`config.mk`:
```
export PLATFORM = sky130hd
export DESIGN_NAME = bitop_decoder
export DESIGN_NICKNAME = d
export VERILOG_FILES = /design/src/rtl/bitop_dec_pkg.sv /design/src/rtl/bitop_classify.sv /design/src/rtl/bitop_decoder.sv
export SDC_FILE = /design/constraint.sdc
export NUM_CORES = 1
export LEC_CHECK = 0
export ABC_AREA = 1
export BUFFER_PORTS_ARGS = -buffer_cell sky130_fd_sc_hd__buf_4
export CAP_MARGIN = 20
export CORE_MARGIN = 8
export CORE_UTILIZATION = 45
export DETAILED_ROUTE_END_ITERATION = 12
export PLACE_DENSITY_LB_ADDON = 0.1
export SYNTH_ARGS = -nofsm -noshare
export SYNTH_HDL_FRONTEND = slang
export SYNTH_SLANG_ARGS = --single-unit
```
`constraint.sdc`:
```
create_clock -name clk -period 1.8 [get_ports clk]
set_input_delay 0.54 -clock clk [delete_from_list [all_inputs] [get_ports clk]]
set_output_delay 0.54 -clock clk [all_outputs]
set_load 0.05 [all_outputs]
```
`src/rtl/bitop_dec_pkg.sv`:
```
`default_nettype none
// +--------------------------------------------------------------------+
// | bitop_dec_pkg : shared types and constants for bitop_decoder         |
// | Revision      : 1.0                                                 |
// +--------------------------------------------------------------------+
package bitop_dec_pkg;

   localparam int C_DATA_W = 8;
   localparam int C_CNT_W  = 16;

   localparam logic [C_CNT_W-1:0] C_CNT_MAX = '1;

   typedef enum logic [1:0] {
      OP_NONE  = 2'b00,
      OP_AND   = 2'b01,
      OP_OR    = 2'b10,
      OP_AMBIG = 2'b11
   } op_e;

   typedef enum logic [1:0] {
      ST_IDLE = 2'b00,
      ST_CAPT = 2'b01,
      ST_DONE = 2'b10
   } state_e;

   // Saturating increment: a counter at full scale stays there.
   function automatic logic [C_CNT_W-1:0] sat_inc(input logic [C_CNT_W-1:0] v);
      return (v == C_CNT_MAX) ? v : v + C_CNT_W'(1);
   endfunction

endpackage
`default_nettype wire

```
`src/rtl/bitop_classify.sv`:
```
`default_nettype none
// +--------------------------------------------------------------------+
// | bitop_classify : decides whether result came from a&b, a|b, both   |
// |                  (a==b) or neither                                  |
// | Revision       : 1.0                                                |
// +--------------------------------------------------------------------+
module bitop_classify
   import bitop_dec_pkg::*;
(
   input  logic [C_DATA_W-1:0] a,
   input  logic [C_DATA_W-1:0] b,
   input  logic [C_DATA_W-1:0] result,
   output logic [1:0]          op_code
);

   logic w_is_and;
   logic w_is_or;

   assign w_is_and = (result == (a & b));
   assign w_is_or  = (result == (a | b));

   always_comb begin
      op_code = OP_NONE;
      case ({w_is_and, w_is_or})
         2'b11:   op_code = OP_AMBIG;
         2'b10:   op_code = OP_AND;
         2'b01:   op_code = OP_OR;
         default: op_code = OP_NONE;
      endcase
   end

endmodule
`default_nettype wire

```
`src/rtl/bitop_decoder.sv`:
```
`default_nettype none
// +--------------------------------------------------------------------+
// | bitop_decoder : recovers the AND/OR select from observed triples,  |
// |                 optional statistics under BITOP_DEC_STATS_EN        |
// | Revision      : 1.0                                                 |
// +--------------------------------------------------------------------+
module bitop_decoder
   import bitop_dec_pkg::*;
(
   input  logic                clk,
   input  logic                rst_n,
   input  logic                in_valid,
   output logic                in_ready,
   input  logic [C_DATA_W-1:0] a,
   input  logic [C_DATA_W-1:0] b,
   input  logic [C_DATA_W-1:0] result,
   output logic                out_valid,
   input  logic                out_ready,
   output logic [1:0]          op_code,
   output logic                x_rec,
   output logic                err,
   input  logic                stats_clr,
   output logic [C_CNT_W-1:0]  and_cnt,
   output logic [C_CNT_W-1:0]  or_cnt,
   output logic [C_CNT_W-1:0]  err_cnt
);

   state_e              r_state;
   state_e              w_state_nxt;

   logic                r_in_ready;
   logic                r_out_valid;
   logic [1:0]          r_op_code;
   logic                r_x_rec;
   logic                r_err;

   logic [C_DATA_W-1:0] r_a;
   logic [C_DATA_W-1:0] r_b;
   logic [C_DATA_W-1:0] r_result;

   logic [1:0]          w_class_op;
   logic                w_accept;
   logic                w_handshake;
   logic                w_in_ready_nxt;
   logic                w_out_valid_nxt;
   logic                w_load_class;

   assign w_accept    = in_valid & r_in_ready;
   assign w_handshake = r_out_valid & out_ready;

   // in_ready is a flop so it stays low during reset and rises one edge after release.
   always_ff @(posedge clk or negedge rst_n) begin
      if (!rst_n) begin
         r_state <= ST_IDLE;
      end else begin
         r_state <= w_state_nxt;
      end
   end

   always_comb begin
      w_state_nxt = r_state;
      case (r_state)
         ST_IDLE: if (w_accept)    w_state_nxt = ST_CAPT;
         ST_CAPT:                  w_state_nxt = ST_DONE;
         ST_DONE: if (w_handshake) w_state_nxt = ST_IDLE;
         default:                  w_state_nxt = ST_IDLE;
      endcase
   end

   always_comb begin
      w_in_ready_nxt  = (w_state_nxt == ST_IDLE);
      w_out_valid_nxt = (w_state_nxt == ST_DONE);
      w_load_class    = (r_state == ST_CAPT);
   end

   always_ff @(posedge clk or negedge rst_n) begin
      if (!rst_n) begin
         r_in_ready  <= 1'b0;
         r_out_valid <= 1'b0;
         r_op_code   <= OP_NONE;
         r_x_rec     <= 1'b0;
         r_err       <= 1'b0;
      end else begin
         r_in_ready  <= w_in_ready_nxt;
         r_out_valid <= w_out_valid_nxt;
         if (w_load_class) begin
            r_op_code <= w_class_op;
            r_x_rec   <= (w_class_op == OP_AND) || (w_class_op == OP_AMBIG);
            r_err     <= (w_class_op == OP_NONE);
         end
      end
   end

   always_ff @(posedge clk or negedge rst_n) begin
      if (!rst_n) begin
         r_a      <= '0;
         r_b      <= '0;
         r_result <= '0;
      end else if (w_accept) begin
         r_a      <= a;
         r_b      <= b;
         r_result <= result;
      end
   end

   bitop_classify u_classify (
      .a       (r_a),
      .b       (r_b),
      .result  (r_result),
      .op_code (w_class_op)
   );

   assign in_ready  = r_in_ready;
   assign out_valid = r_out_valid;
   assign op_code   = r_op_code;
   assign x_rec     = r_x_rec;
   assign err       = r_err;

`ifdef BITOP_DEC_STATS_EN
   logic [C_CNT_W-1:0] r_and_cnt;
   logic [C_CNT_W-1:0] r_or_cnt;
   logic [C_CNT_W-1:0] r_err_cnt;

   // Clear wins over a same-cycle handshake increment.
   always_ff @(posedge clk or negedge rst_n) begin
      if (!rst_n) begin
         r_and_cnt <= '0;
         r_or_cnt  <= '0;
         r_err_cnt <= '0;
      end else if (stats_clr) begin
         r_and_cnt <= '0;
         r_or_cnt  <= '0;
         r_err_cnt <= '0;
      end else if (w_handshake) begin
         case (r_op_code)
            OP_AND, OP_AMBIG: r_and_cnt <= sat_inc(r_and_cnt);
            OP_OR:            r_or_cnt  <= sat_inc(r_or_cnt);
            default:          r_err_cnt <= sat_inc(r_err_cnt);
         endcase
      end
   end

   assign and_cnt = r_and_cnt;
   assign or_cnt  = r_or_cnt;
   assign err_cnt = r_err_cnt;
`else
   logic w_unused_stats_clr;
   assign w_unused_stats_clr = stats_clr;

   assign and_cnt = '0;
   assign or_cnt  = '0;
   assign err_cnt = '0;
`endif

endmodule
`default_nettype wire

```
==> flow_summary.toml <==
[clock_network]
root_buffer = "clkbuf_8"
clk_latency_ns = 0.27
htreeDepth = 2
cts_tree = "done"
clk_pin_slew_ns = 0.07
cts_buffers = 5
ctsHoldBuffers = 0
postCtsSetupBuffers = 0
cts_buffer_depth = 2
postCtsResizedCells = 0
cts_sinks = 32

[critical_path]
cp_max_fo = 2
ff2ff_path_depth = 7
crit_slowest_cell = "dfrtp_1"
crit_path_start = "in_ready"
reg2reg_from = "r_b[4]"
end_kind = "output port"
worstSetupStartpointType = "flop"
path_buf_inv = 1
slowest_delay_ns = 0.39
path_depth = 1
crit_chain = "buf_4"
arrival_ns = 0.85
path_class = "flop to output port"
cp.required_ns = 1.26
ff2ff_setup_slack_ns = 0.60
cp_top_family = "flip-flops"

[yosys]
seq_area_frac_synth_pct = 42.75
synthTopCellsByArea = "dfrtp_1 43%, buf_4 19%, nand2_1 10%"
synth.top_cell.area_share_pct = 42.75
netlist_area_sq_um = 1873
yosysTopAreaCell = "dfrtp_1"
netlist_instances = 235
yosys_register_bits = 32
avgSynthCellArea_sq_um = 7.970
ys_warn_count = 0
yosysUniqueCellTypes = 16

[die]
die_h_microns = 80.52
die_w_microns = 80.52
row_count = 23
dieArea_sq_um = 6483
start_util_pct = 46.83
coreArea_sq_um = 4000
ios = 83

[power]
p_per_area_nw_per_um2 = 1686
peakVddDrop_uv = 1193
p_leak_uw = 0.001176

[cells_and_area]
antenna_cells = 0
area_growth_pct = 13.56
drive_above_1_share_pct = 19.85
stdcell_area_sq_um = 2127
fin_nets = 300
mostFrequentLayoutCell = "nand2_1"
mostFrequentLayoutCells = "50 x nand2_1, 48 x conb_1, 37 x nor2_1"

[global_routing]
grt_first_pass_wirelength_microns = 5326
grt_use_total_pct = 10.15
grt_max_degree = 40
antenna_found_initial = 0
grt_overflow = 0
grt_pass1_vias = 1244

[drt]
drt-total-wl_microns = 3466
vias_per_cell = 4.245
drc = 0
detail_route.wl_per_cell_microns = 10.76
postRouteAntennaNets = 0
drt-pass1-iter-count = 4
vias = 1367
drt_iter0_markers = 39

[placement]
portBuffers = 33
hpwl_microns = 2780
placed_area_sq_um = 2001
place.gp.congestion = 0.7004

[timing]
fin_crit_sh_pct = 77.33
final_max_slew_viol_count = 0
setup_viol = 0
max_freq_ghz = 0.7184
grt_setup_unrepaired = "false"
hold_viol = 0
finClkSkew_ns = 0.006229
period_needed_ns = 1.392
fin_setup_tns_ns = 0

[hold_path]
hold_class = "input port to async pin"

[flow_run]
cap_violations = 0

[outcome]
status = "complete, no violations"
[final timing paths]
check	to
setup / recovery	in_ready
hold / removal	r_a[4]
setup reg to reg	err
hold reg to reg	r_state[0]
max in group asynchronous	r_b[3]
min in group clk	r_state[0]
[synth_stat cells, drive strengths merged]
| cell type | instances |
|---|---|
| buf | 51 |
| nand2 | 50 |
| nor2 | 37 |
| dfrtp | 32 |
| inv | 18 |
| a21oi | 14 |
| nand3 | 14 |
| mux2 | 10 |
| o21ai | 5 |
| clkbuf | 1 |
| conb | 1 |
| nor3 | 1 |
| xor2 | 1 |
[logic make-up after synthesis]
group,after synthesis,synth area share (%)
buffers and inverters,70,23.85
muxes,10,6.012
xor gates and xnor gates,1,0.4677
and+or+nand+nor,102,21.44
AOI/OAI and AO/OA,19,5.277
other,1,0.2002
DFF,32,42.75
[registers in the layout (all words and copies together), names as in the netlist]
name,flops
in_ready,1
r_a,8
out_valid,1
x_rec,1
op_code,2
r_state,2
r_b,8
r_result,8
err,1
[report_power, final]
part | switching, uW | leakage (uW) | internal, uW
clock | 254 | 0.0000645 | 488
sequential | 303 | 0.000373 | 1050
combinational | 953 | 0.000738 | 538
[worst register-to-register path, cell delays in order (launching register included)]
cell	delay, ns
dfrtp_1	0.41
nor2_1	0.14
xor2_1	0.17
nand2_1	0.06
nor2_1	0.09
nand2_1	0.09
nand3_1	0.08
nand2_1	0.05
[metal layers]
layer | GRT usage (%) | vias up | part of all wire (%)
met5 | 0 | - | 0
met1 | 11.67 | 617 | 41
met2 | 17.32 | 43 | 48
li1 | - | 705 | -
met3 | 3.571 | 2 | 10
met4 | 2.727 | 0 | 0.40
[final cells by class]
class                      instances  area, sq um
fill                             394         1873
clock inverter                     1        30.03
sequential                        32        800.8
timing repair buffer              34        267.8
clock buffer                       7        96.34
tap                               50        62.56
inverter                          18        67.56
multi-input combinational        180        802.0
[stage by stage]
stage	worst slack (ns)	power, uW	util, %	hold slack [ns]	instances
2_1_floorplan	0.4279	2595	-	0.2444	282
3_3_place_gp	0.3630	2850	50.02	0.4375	314
3_5_place_dp	0.3654	2876	50.02	0.4392	314
4_1_cts	0.3945	3626	53.17	0.2007	322
5_1_grt	0.3776	3886	53.17	0.2211	322
6_report	0.4081	3587	53.17	0.1894	322
No activity file was read; power rests on OpenSTA's default activity.
